### src/rtl/lse_simd_pkg.sv
// Shared SIMD mode encoding and lane geometry helpers for the LSE result path.
package lse_simd_pkg;

  typedef enum logic [1:0] {
    SIMD_24B  = 2'b00,
    SIMD_2X12 = 2'b01,
    SIMD_4X6  = 2'b10,
    SIMD_RSVD = 2'b11
  } simd_mode_e;

  localparam int unsigned SIMD_MAX_LANES = 4;

  function automatic logic [2:0] simd_lanes(input simd_mode_e mode);
    case (mode)
      SIMD_2X12: simd_lanes = 3'd2;
      SIMD_4X6:  simd_lanes = 3'd4;
      default:   simd_lanes = 3'd1;
    endcase
  endfunction

  // Lane width for a packed word of dw bits (reserved mode treated as one full-width lane).
  function automatic int unsigned simd_lane_width(input simd_mode_e mode, input int unsigned dw = 24);
    case (mode)
      SIMD_2X12: simd_lane_width = dw / 2;
      SIMD_4X6:  simd_lane_width = dw / 4;
      default:   simd_lane_width = dw;
    endcase
  endfunction

endpackage

### src/rtl/simd_word_fifo.sv
// First-word-fall-through synchronous FIFO; the head entry is visible combinationally.
module simd_word_fifo #(
  parameter int WIDTH = 26,
  parameter int DEPTH = 4
) (
  input  logic                       clk,
  input  logic                       rst_n,
  input  logic                       push,
  input  logic [WIDTH-1:0]           push_data,
  input  logic                       pop,
  output logic [WIDTH-1:0]           head_data,
  output logic [$clog2(DEPTH):0]     count,
  output logic                       full
);
  localparam int PW = $clog2(DEPTH);

  logic [WIDTH-1:0] mem [DEPTH];
  logic [PW-1:0]    wr_ptr_q, wr_ptr_d;
  logic [PW-1:0]    rd_ptr_q, rd_ptr_d;
  logic [PW:0]      count_q, count_d;

  always_comb begin
    wr_ptr_d = wr_ptr_q;
    rd_ptr_d = rd_ptr_q;
    count_d  = count_q;
    // DEPTH is a power of two, so pointer overflow is the wrap-around
    if (push) wr_ptr_d = wr_ptr_q + PW'(1);
    if (pop)  rd_ptr_d = rd_ptr_q + PW'(1);
    case ({push, pop})
      2'b10:   count_d = count_q + (PW+1)'(1);
      2'b01:   count_d = count_q - (PW+1)'(1);
      default: count_d = count_q;
    endcase
  end

  always_ff @(posedge clk or negedge rst_n) begin
    if (!rst_n) begin
      wr_ptr_q <= '0;
      rd_ptr_q <= '0;
      count_q  <= '0;
    end else begin
      wr_ptr_q <= wr_ptr_d;
      rd_ptr_q <= rd_ptr_d;
      count_q  <= count_d;
    end
  end

  always_ff @(posedge clk) begin
    if (push) mem[wr_ptr_q] <= push_data;
  end

  assign head_data = mem[rd_ptr_q];
  assign count     = count_q;
  assign full      = (count_q == (PW+1)'(DEPTH));

endmodule

### src/rtl/lse_simd_result_unpacker.sv
// Buffers packed LSE results with their SIMD mode and replays them one zero-extended lane per handshake.
module lse_simd_result_unpacker
  import lse_simd_pkg::*;
#(
  parameter int DATA_WIDTH = 24,
  parameter int FIFO_DEPTH = 4
) (
  input  logic                          clk,
  input  logic                          rst_n,
  input  logic                          in_valid,
  input  logic [DATA_WIDTH-1:0]         in_data,
  input  logic [1:0]                    in_mode,
  output logic                          out_valid,
  input  logic                          out_ready,
  output logic [DATA_WIDTH-1:0]         out_data,
  output logic [1:0]                    out_lane,
  output logic                          out_last,
  output logic [1:0]                    out_mode,
  output logic [$clog2(FIFO_DEPTH):0]   fifo_count,
  output logic                          fifo_full,
  output logic                          overflow,
  output logic                          bad_mode,
  input  logic                          clear_err
);
  localparam int QW = DATA_WIDTH / 4;
  localparam int HW = DATA_WIDTH / 2;

  logic [DATA_WIDTH+1:0] head;
  logic [DATA_WIDTH-1:0] head_data;
  simd_mode_e            head_mode;
  logic [1:0]            lane_q, lane_d;
  logic [1:0]            last_lane;
  logic                  push_req, push, pop, handshake, is_last;
  logic                  overflow_q, overflow_d, bad_mode_q, bad_mode_d;
  logic [DATA_WIDTH-1:0] lane_data;
  logic [DATA_WIDTH-1:0] quarter_lane [4];
  logic [DATA_WIDTH-1:0] half_lane [2];

  simd_word_fifo #(
    .WIDTH (DATA_WIDTH + 2),
    .DEPTH (FIFO_DEPTH)
  ) u_fifo (
    .clk       (clk),
    .rst_n     (rst_n),
    .push      (push),
    .push_data ({in_mode, in_data}),
    .pop       (pop),
    .head_data (head),
    .count     (fifo_count),
    .full      (fifo_full)
  );

  assign head_data = head[DATA_WIDTH-1:0];
  assign head_mode = simd_mode_e'(head[DATA_WIDTH+1:DATA_WIDTH]);
  assign out_valid = (fifo_count != '0);

  generate
    for (genvar gi = 0; gi < 4; gi++) begin : g_quarter
      assign quarter_lane[gi] = {{(DATA_WIDTH-QW){1'b0}}, head_data[gi*QW +: QW]};
    end
    for (genvar gi = 0; gi < 2; gi++) begin : g_half
      assign half_lane[gi] = {{(DATA_WIDTH-HW){1'b0}}, head_data[gi*HW +: HW]};
    end
  endgenerate

  always_comb begin
    lane_data = head_data;
    case (head_mode)
      SIMD_2X12: lane_data = half_lane[lane_q[0]];
      SIMD_4X6:  lane_data = quarter_lane[lane_q];
      default:   lane_data = head_data;
    endcase
  end

  assign last_lane = 2'(simd_lanes(head_mode) - 3'd1);
  assign is_last   = (lane_q == last_lane);
  assign handshake = out_valid && out_ready;
  assign pop       = handshake && is_last;
  assign push_req  = in_valid && (in_mode != SIMD_RSVD);
  // A full FIFO still takes the word when the head retires in the same cycle
  assign push      = push_req && (!fifo_full || pop);

  // Memory contents are not reset, so gate the lane view with out_valid
  assign out_data = out_valid ? lane_data : '0;
  assign out_lane = out_valid ? lane_q : 2'd0;
  assign out_last = out_valid && is_last;
  assign out_mode = out_valid ? head_mode : 2'd0;

  always_comb begin
    lane_d     = lane_q;
    overflow_d = overflow_q | (push_req && !push);
    bad_mode_d = bad_mode_q | (in_valid && (in_mode == SIMD_RSVD));
    if (handshake) lane_d = is_last ? 2'd0 : lane_q + 2'd1;
    if (clear_err) begin
      overflow_d = 1'b0;
      bad_mode_d = 1'b0;
    end
  end

  always_ff @(posedge clk or negedge rst_n) begin
    if (!rst_n) begin
      lane_q     <= 2'd0;
      overflow_q <= 1'b0;
      bad_mode_q <= 1'b0;
    end else begin
      lane_q     <= lane_d;
      overflow_q <= overflow_d;
      bad_mode_q <= bad_mode_d;
    end
  end

  assign overflow = overflow_q;
  assign bad_mode = bad_mode_q;

endmodule

### config.mk
export PLATFORM = sky130hd
export DESIGN_NAME = lse_simd_result_unpacker
export DESIGN_NICKNAME = d
export VERILOG_FILES = /design/src/rtl/lse_simd_pkg.sv /design/src/rtl/simd_word_fifo.sv /design/src/rtl/lse_simd_result_unpacker.sv
export SDC_FILE = /design/constraint.sdc
export NUM_CORES = 1
export LEC_CHECK = 0
export CAP_MARGIN = 20
export CORE_MARGIN = 5
export CORE_UTILIZATION = 30
export DETAILED_ROUTE_END_ITERATION = 12
export REMOVE_ABC_BUFFERS = 1
export SYNTH_ARGS = -nofsm -noshare
export SYNTH_HDL_FRONTEND = slang
export SYNTH_SLANG_ARGS = --single-unit
### constraint.sdc
create_clock -name clk -period 7.97 [get_ports clk]
set_input_delay 0.797 -clock clk [delete_from_list [all_inputs] [get_ports clk]]
set_output_delay 0.797 -clock clk [all_outputs]
set_load 0.05 [all_outputs]
==> results of run 1 <==
through the flow:
stage,cells,cell area (µm²),hold WS (ps)
finish,602,6406,511.5
floorplan,281,4886,501.4
detailed placement,571,5856,500.8
CTS,602,6406,514.6
global placement,571,5856,513.3
global route,602,6406,574.1
cell type report:
type	instances	area, µm²	share of cell area, %
clock buffers	20	436.7	6.816
well taps	220	275.3	4.297
clock inverters	11	113.9	1.777
inverters	16	60.06	0.9375
flip-flops and latches	115	3398	53.05
multi-input cells	150	1431	22.34
repair buffers	70	690.7	10.78
cell usage after synthesis, types with 2 or more instances:
library cell,count
a21oi_1,6
o21ai_0,18
xnor2_1,5
a31oi_1,2
nor3b_1,2
mux4_2,20
and2_1,6
xor2_1,3
and3_1,21
clkbuf_1,8
mux2i_1,5
buf_2,4
and3b_1,2
mux2_2,3
buf_6,3
mux4_1,4
edfxtp_1,104
nor3_1,2
nand2_1,10
nor2_1,9
ha_1,8
inv_1,16
o211ai_1,7
dfrtp_1,11
o21ai_1,3
layer usage:
metal	part of all wire (%)	routed length (µm)	global-route usage, %	vias to the layer above
met1	43	4850	14.82	1422
met3	5.7	643	4.034	4
met5	0	0	0	-
met4	0.97	109	4.222	0
met2	50	5655	19.46	84
li1	-	-	-	1300
critical path, cell delays in order (launching register included):
cell	delay, ps
dfrtp_1	850
buf_4	420
mux4_2	560
inv_1	130
ha_1	490
nor3b_1	610
nand2_1	150
o21a_1	280
o211ai_1	240
clkdlybuf4s50_1	840
worst paths after layout:
check / startpoint / to / slack [ps] / depth (start not counted)
min: overflow / overflow / 510 / 2
max: u_fifo.rd_ptr_q[0] / out_data[0] / 2190 / 9
min reg2reg: overflow / overflow / 510 / 2
max reg2reg: u_fifo.rd_ptr_q[0] / u_fifo.mem[2][4] / 3360 / 7
max in group asynchronous: rst_n / lane_q[0] / 6820 / 1
min in group asynchronous: rst_n / u_fifo.count[1] / 770 / 1
state kept, by name (all words and copies together) (netlist names):
| register | count |
|---|---|
| u_fifo.count | 3 |
| u_fifo.mem | 104 |
| u_fifo.rd_ptr_q | 2 |
| lane_q | 2 |
| bad_mode | 1 |
| overflow | 1 |
| u_fifo.wr_ptr_q | 2 |
kinds of logic (layout without fill, tap and decap cells):
logic type	Yosys count	in the layout
xor+xnor	8	8
compound gates	42	42
mux	33	33
buf+inv	32	117
flops	115	115
simple gates	58	58
fa+ha+maj	9	9
cells in the final DEF (no fill, tap or decap), types with 4 or more instances in the layout:
| master | instances |
|---|---|
| ha_1 | 8 |
| o21ai_0 | 18 |
| buf_4 | 4 |
| xnor2_1 | 5 |
| clkbuf_16 | 17 |
| o211ai_1 | 7 |
| dfrtp_1 | 11 |
| and3_1 | 21 |
| clkdlybuf4s50_1 | 66 |
| edfxtp_1 | 104 |
| mux4_1 | 4 |
| inv_1 | 16 |
| mux2i_1 | 5 |
| nand2_1 | 10 |
| mux4_2 | 20 |
| nor2_1 | 9 |
| a21oi_1 | 6 |
==> impl_metrics.tcl, run 1 <==
set metrics [dict create \
    max_freq_ghz 0.1730 \
    cts_hold_buf 0 \
    cts_root_buffer "clkbuf_16" \
    yosys.area_share.simple_pct 6.536 \
    yosysTopAreaCell "edfxtp_1" \
    synth_top_area_share_pct 62.75 \
    fin_setup_tns_ps 0 \
    synthArstFlopShare_pct 9.565 \
    hold_class "flop to flop" \
    clkLatencyLatePin_ps 400 \
    numCtsBuffers 17 \
    cp_max_fo 24 \
    syn_area_per_cell_um2 16.76 \
    dominantRegCellSynth "edfxtp_1" \
    grt_usage_pct 11.92 \
    synth_compound_area_share_pct 5.178 \
    fin_nets 410 \
    cp.required_ps 7170 \
    grt_pass1_wl_mm 17.15 \
    grt_max_degree 31 \
    clk_pin_slew_ps 50 \
    drv_slew 0 \
    cts_buffer_depth 2 \
    rsz0062_at_grt "no" \
    netlist_instances 297 \
    drive_gt1_share_pct 15.45 \
    critical_path_class "flop to primary output" \
    via_per_inst 4.668 \
    postLayoutCoreUtil_pct 39.05 \
    synth_area_leaders "edfxtp_1, mux4_2, dfrtp_1" \
    cts_tree "yes" \
    min_period_over_period_pct 72.51 \
    worst_setup_path_end_kind "primary output" \
    die_height_um 138.8 \
    dpl_worst_slack_ps 2525 \
    synth_edf_count 104 \
    first_global_vias 2938 \
    fill_cells 1503 \
    ys_ff_latch 115 \
    fin_crit_ps 5779 \
    post-cts-setup-buffers 0 \
    worstMarginPinSlew_ps 788.7 \
    start_util_pct 30.34 \
    wl_mm 11.26 \
    wl_per_cell_um 18.70 \
    cap_violations 0 \
    critPathLaunchType "flop" \
    core_um2 16410 \
    syn_to_final_growth_pct 28.71 \
    dpl.hpwl_mm 7.628 \
    drc 0 \
    yosys.cell_types.count 40 \
    globalplace.congestion 0.7524 \
    ctsHtreeMaxLevel 4 \
    syn_area_um2 4977 \
    clock-skew-final_ps 8.929 \
    num_io_pins 67 \
    synth_fa_ha_area_share_pct 2.413 \
    cts_resized 0 \
    status "finished, final reports clean" \
    drt_iter0_markers 166 \
    port_buffers 66 \
    hold_viol 0 \
    ys_seq_area_share_pct 68.28 \
    finalSetupViolations 0 \
    ys_warn_count 0 \
    cts_sinks 115 \
    ant_nets 0 \
    setup_slack_ps 2191 \
    synthXorXnorAreaFrac_pct 1.408 \
    slew-limit-headroom_pct 47.42 \
    antenna_found_initial 0 \
    via_count 2810 \
    die_x_um 138.8 \
    n_antenna_cell 0 \
    synth_top_family_by_area "multiplexers" \
    muxShareOfSynthArea_pct 13.15 \
    arrival_ps 4980 \
    fp-row-count 47 \
    dieArea_um2 19270 \
    grt_overflow 0 \
    dr.pass1.iters 4 \
]
Power of run 1 is not shown: default switching activity piles up to over one toggle a cycle in this logic, so the estimate is an artifact.
==> inputs of run 2 (changes only) <==
- clock period: 7.97 -> 4.65 ns (I/O delays scaled with it)
==> run 2 against run 1 <==
Global-route usage rose by 0.35 points. Highest routed layer unchanged. Critical path depth fell by 1. Hold slack got worse by 100 ps. Worst setup slack got worse by 1700 ps. Wire length fell by 0.41%. Final cell count rose by 1.3%. First-iteration DRC count fell by 0.60%. Clock skew fell by 1.2 ps. Core utilization rose by 1.5 points. Count of clock-buffer cells in the layout fell by 1. Non-clock buffer count rose by 7.
==> impl_metrics.tcl, run 2 (synthesis results as in run 1) <==
set metrics [dict create \
    first_global_vias 3151 \
    numCtsBuffers 17 \
    drv_slew 0 \
    cts_tree "yes" \
    arrival_ps 3680 \
    via_per_inst 4.702 \
    cp.required_ps 4180 \
    largest_register_ffs 104 \
    dieArea_um2 19270 \
    cts_sinks 115 \
    regArea_um2 3398 \
    cts_root_buffer "clkbuf_16" \
    num_io_pins 67 \
    dpl.hpwl_mm 7.905 \
    grt_usage_pct 12.27 \
    antenna_found_initial 0 \
    r2r_cells 7 \
    finalSetupViolations 0 \
    cp_max_fo 24 \
    grt_overflow 0 \
    fp-row-count 47 \
    wl_per_cell_um 18.38 \
    dr.pass1.iters 4 \
    clkLatencyLatePin_ps 420 \
    n_antenna_cell 0 \
    cap_violations 0 \
    ant_nets 0 \
    grt_max_degree 31 \
    fill_cells 1462 \
    multiInputGateArea_um2 1428 \
    drive_gt1_share_pct 22.05 \
    critPathLaunchType "flop" \
    post-cts-setup-buffers 0 \
    via_count 2868 \
    die_height_um 138.8 \
    rsz0062_at_grt "no" \
    layout_common_cells "edfxtp_1, clkdlybuf4s50_1, and3_1, mux4_2, o21ai_0" \
    fin_nets 417 \
    slew-limit-headroom_pct 52.97 \
    drc 0 \
    max_freq_ghz 0.2412 \
    critical_path_class "flop to primary output" \
    globalplace.congestion 0.7458 \
    status "finished, final reports clean" \
    final_common_cell "edfxtp_1" \
    die_x_um 138.8 \
    worst_setup_path_end_kind "primary output" \
    fin_crit_ps 4145 \
    start_util_pct 30.34 \
    syn_to_final_growth_pct 33.66 \
    worstMarginPinSlew_ps 704.6 \
    clock-skew-final_ps 7.705 \
    clk_pin_slew_ps 50 \
    port_buffers 66 \
    cts_resized 0 \
    min_period_over_period_pct 89.14 \
    ctsHtreeMaxLevel 4 \
    r2r_slack_ps 810 \
    grt_pass1_wl_mm 17.84 \
    hold_viol 0 \
    timing.rr.start "u_fifo.rd_ptr_q[0]" \
    cts_buffer_depth 2 \
    fin_setup_tns_ps 0 \
    core_um2 16410 \
    hold_class "input port to async pin" \
    drt_iter0_markers 165 \
    regMostFlops "u_fifo.mem" \
    wl_mm 11.21 \
    r2r-end "u_fifo.mem[2][5]" \
    cts_hold_buf 0 \
    whs_ps 411.0 \
]
[run 2: cell types whose count changed in the layout (fill, tap and decap cells not counted)]
cell	change
and2_1	+3
and2_2	-3
buf_12	+14
buf_4	+11
bufinv_16	+2
clkbuf_1	-1
clkdlybuf4s50_1	-18
clkinv_1	-3
clkinvlp_4	+3
[run 2: worst max-delay path: stages (launching register included)]
cell and delay [ps]:
dfrtp_1 430, mux4_2 540, inv_1 110, ha_1 490, nor3b_1 650, nand2_1 220
o21a_1 300, o211ai_1 340, buf_12 180
[run 2: routing by layer]
metal	GRT usage (%)	vias to the layer above	wire [µm]
li1	-	1316	-
met1	15.34	1460	4990
met2	19.53	74	5485
met3	3.793	18	453
met4	5.716	0	283
met5	0	-	0
[run 2: how the worst max path moves through the flow]
stage | start | to | slack (ps)
2_1_floorplan | u_fifo.rd_ptr_q[0] | out_data[0] | 320
3_3_place_gp | u_fifo.rd_ptr_q[0] | u_fifo.mem[2][17] | 910
3_5_place_dp | u_fifo.rd_ptr_q[0] | u_fifo.mem[3][17] | 800
4_1_cts | u_fifo.rd_ptr_q[0] | out_data[3] | 420
5_1_grt | u_fifo.rd_ptr_q[0] | out_data[3] | 160
6_report | u_fifo.rd_ptr_q[0] | out_data[3] | 500
[run 2: final cells by class]
cell class | count | share of cell area, %
Clock buffer | 19 | 6.507
Sequential cell | 115 | 51.08
Timing Repair Buffer | 77 | 13.13
Clock inverter | 13 | 2.784
Multi-Input combinational cell | 150 | 21.46
Tap cell | 220 | 4.138
Inverter | 16 | 0.9028
[run 2: per-stage QoR]
stage	utilization, %	std cells	cell area (µm²)	setup slack (ps)
after floorplan	-	281	4886	323.7
after global placement	36.78	578	6035	913.1
after detailed placement	36.78	578	6035	801.8
after CTS	40.55	610	6653	424.2
after global routing	40.55	610	6653	159.0
final	40.55	610	6653	504.9
Power of run 2 is left out for the same reason.
==> inputs of run 3 (changes only) <==
- CORE_MARGIN: 5 -> 2
==> run 3 against run 2 <==
Non-clock buffer count grew 3. Sequential share of layout area grew 0.28 points. Flip-flop and latch count is the same. Global-route usage grew 1.6 points. Count of clock-buffer cells in the layout grew 2. Register-to-register slack gained 420 ps. Maximum frequency grew 4.4%. Via count grew 0.63%. Wire length grew 2.5%. Clock skew grew 3.1 ps. Hold slack gained 27 ps. Critical path type unchanged. Critical endpoint is now out_data[4]. Highest routed layer unchanged.
==> impl_metrics.tcl, run 3 (synthesis results as in run 1) <==
set metrics [dict create \
    grt_overflow 0 \
    n_antenna_cell 0 \
    ctsHtreeMaxLevel 4 \
    numCtsBuffers 17 \
    die_x_um 132.8 \
    first_global_vias 3009 \
    fin_setup_tns_ps 0 \
    grt_max_degree 31 \
    crit_buf_inv 3 \
    arrival_ps 3510 \
    worstMarginPinSlew_ps 764.1 \
    globalplace.congestion 0.7752 \
    hold_viol 0 \
    drive_gt1_share_pct 20.87 \
    drc 0 \
    grt_pass1_wl_mm 17.66 \
    wl_per_cell_um 18.75 \
    ant_nets 0 \
    cts_root_buffer "clkbuf_16" \
    regMostFlops "u_fifo.mem" \
    drt_iter0_markers 194 \
    clock-skew-final_ps 10.78 \
    core_um2 16410 \
    critPathLaunchType "flop" \
    dieArea_um2 17640 \
    slew-limit-headroom_pct 49.00 \
    cap_violations 0 \
    finalSetupViolations 0 \
    rsz0062_at_grt "no" \
    fp-row-count 47 \
    cts_resized 0 \
    min_period_over_period_pct 85.40 \
    grt_usage_pct 13.84 \
    cp.depth 9 \
    die_height_um 132.8 \
    port_buffers 66 \
    max_stage_delay_ps 590 \
    post-cts-setup-buffers 0 \
    dr.pass1.iters 4 \
    clk_pin_slew_ps 50 \
    crit_end "out_data[4]" \
    r2r_slack_ps 1230 \
    largest_register_ffs 104 \
    syn_to_final_growth_pct 32.93 \
    fin_crit_ps 3971 \
    dpl.hpwl_mm 7.967 \
    cts_sinks 115 \
    crit_path_start "u_fifo.rd_ptr_q[1]" \
    cts_tree "yes" \
    cts_buffer_depth 2 \
    fin_nets 420 \
    final_common_cell "edfxtp_1" \
    worst_setup_path_end_kind "primary output" \
    max_freq_ghz 0.2518 \
    via_per_inst 4.708 \
    r2r_cells 11 \
    timing.rr.start "u_fifo.rd_ptr_q[1]" \
    hold_class "input port to async pin" \
    status "finished, final reports clean" \
    num_io_pins 67 \
    critical_path.top_delay_family "simple AND/OR/NAND/NOR gates" \
    r2r-end "u_fifo.count[1]" \
    layout_common_cells "edfxtp_1, clkdlybuf4s50_1, and3_1, mux4_2, o21ai_0" \
    via_count 2886 \
    clkLatencyLatePin_ps 410 \
    drv_slew 0 \
    critical_path_class "flop to primary output" \
    start_util_pct 30.34 \
    crit_path_top_delay_cell "nor3b_1" \
    path_cells "buf_4 -> mux4_2 -> inv_1 -> ha_1 -> nor3b_1 -> nand2_1 -> o21a_1 -> o211ai_1 -> buf_12" \
    wl_mm 11.50 \
    cp.required_ps 4180 \
    cp_max_fo 17 \
    antenna_found_initial 0 \
    cts_hold_buf 0 \
]
run 3: cell count changes in the layout (fill, tap and decap cells not counted), sizes merged:
cell / change
clkinvlp: -3
clkinv: +2
clkbuf: +2
bufinv: -1
clkdlybuf4s50: +3
run 3: how the worst min path moves through the flow:
stage	from	endpoint	slack, ps	cells after the start
2_1_floorplan	rst_n	bad_mode	170	0
4_1_cts	rst_n	u_fifo.count[1]	430	1
6_report	rst_n	u_fifo.count[1]	440	1
5_1_grt	rst_n	u_fifo.rd_ptr_q[1]	480	1
3_5_place_dp	bad_mode	bad_mode	510	2
3_3_place_gp	bad_mode	bad_mode	490	2
run 3: final cells by class:
cell class / instances / area, µm²
multi-input cells: 150 / 1428
flip-flops and latches: 115 / 3398
fillers: 1498 / 9791
clock inverters: 11 / 136.4
repair buffers: 80 / 878.3
well taps: 220 / 275.3
inverters: 16 / 60.06
clock buffers: 21 / 440.4
run 3: layer usage:
layer | GRT usage [%] | wire, µm | vias up
met3 | 4.176 | 505 | 14
met2 | 21.82 | 5783 | 85
li1 | - | - | 1324
met5 | 0 | 0 | -
met1 | 17.60 | 4983 | 1463
met4 | 6.332 | 223 | 0
run 3: through the flow:
stage / cells / utilization (%) / setup slack, ps / hold slack, ps / cell area, µm²
after floorplan: 281 / - / 323.7 / 169.4 / 4886
after global placement: 581 / 36.81 / 1243 / 489.3 / 6040
after detailed placement: 581 / 36.81 / 1102 / 507.2 / 6040
after CTS: 613 / 40.33 / 651.3 / 434.8 / 6616
after global routing: 613 / 40.33 / 431.4 / 476.3 / 6616
final: 613 / 40.33 / 679.1 / 438.5 / 6616
Power of run 3 is left out for the same reason.
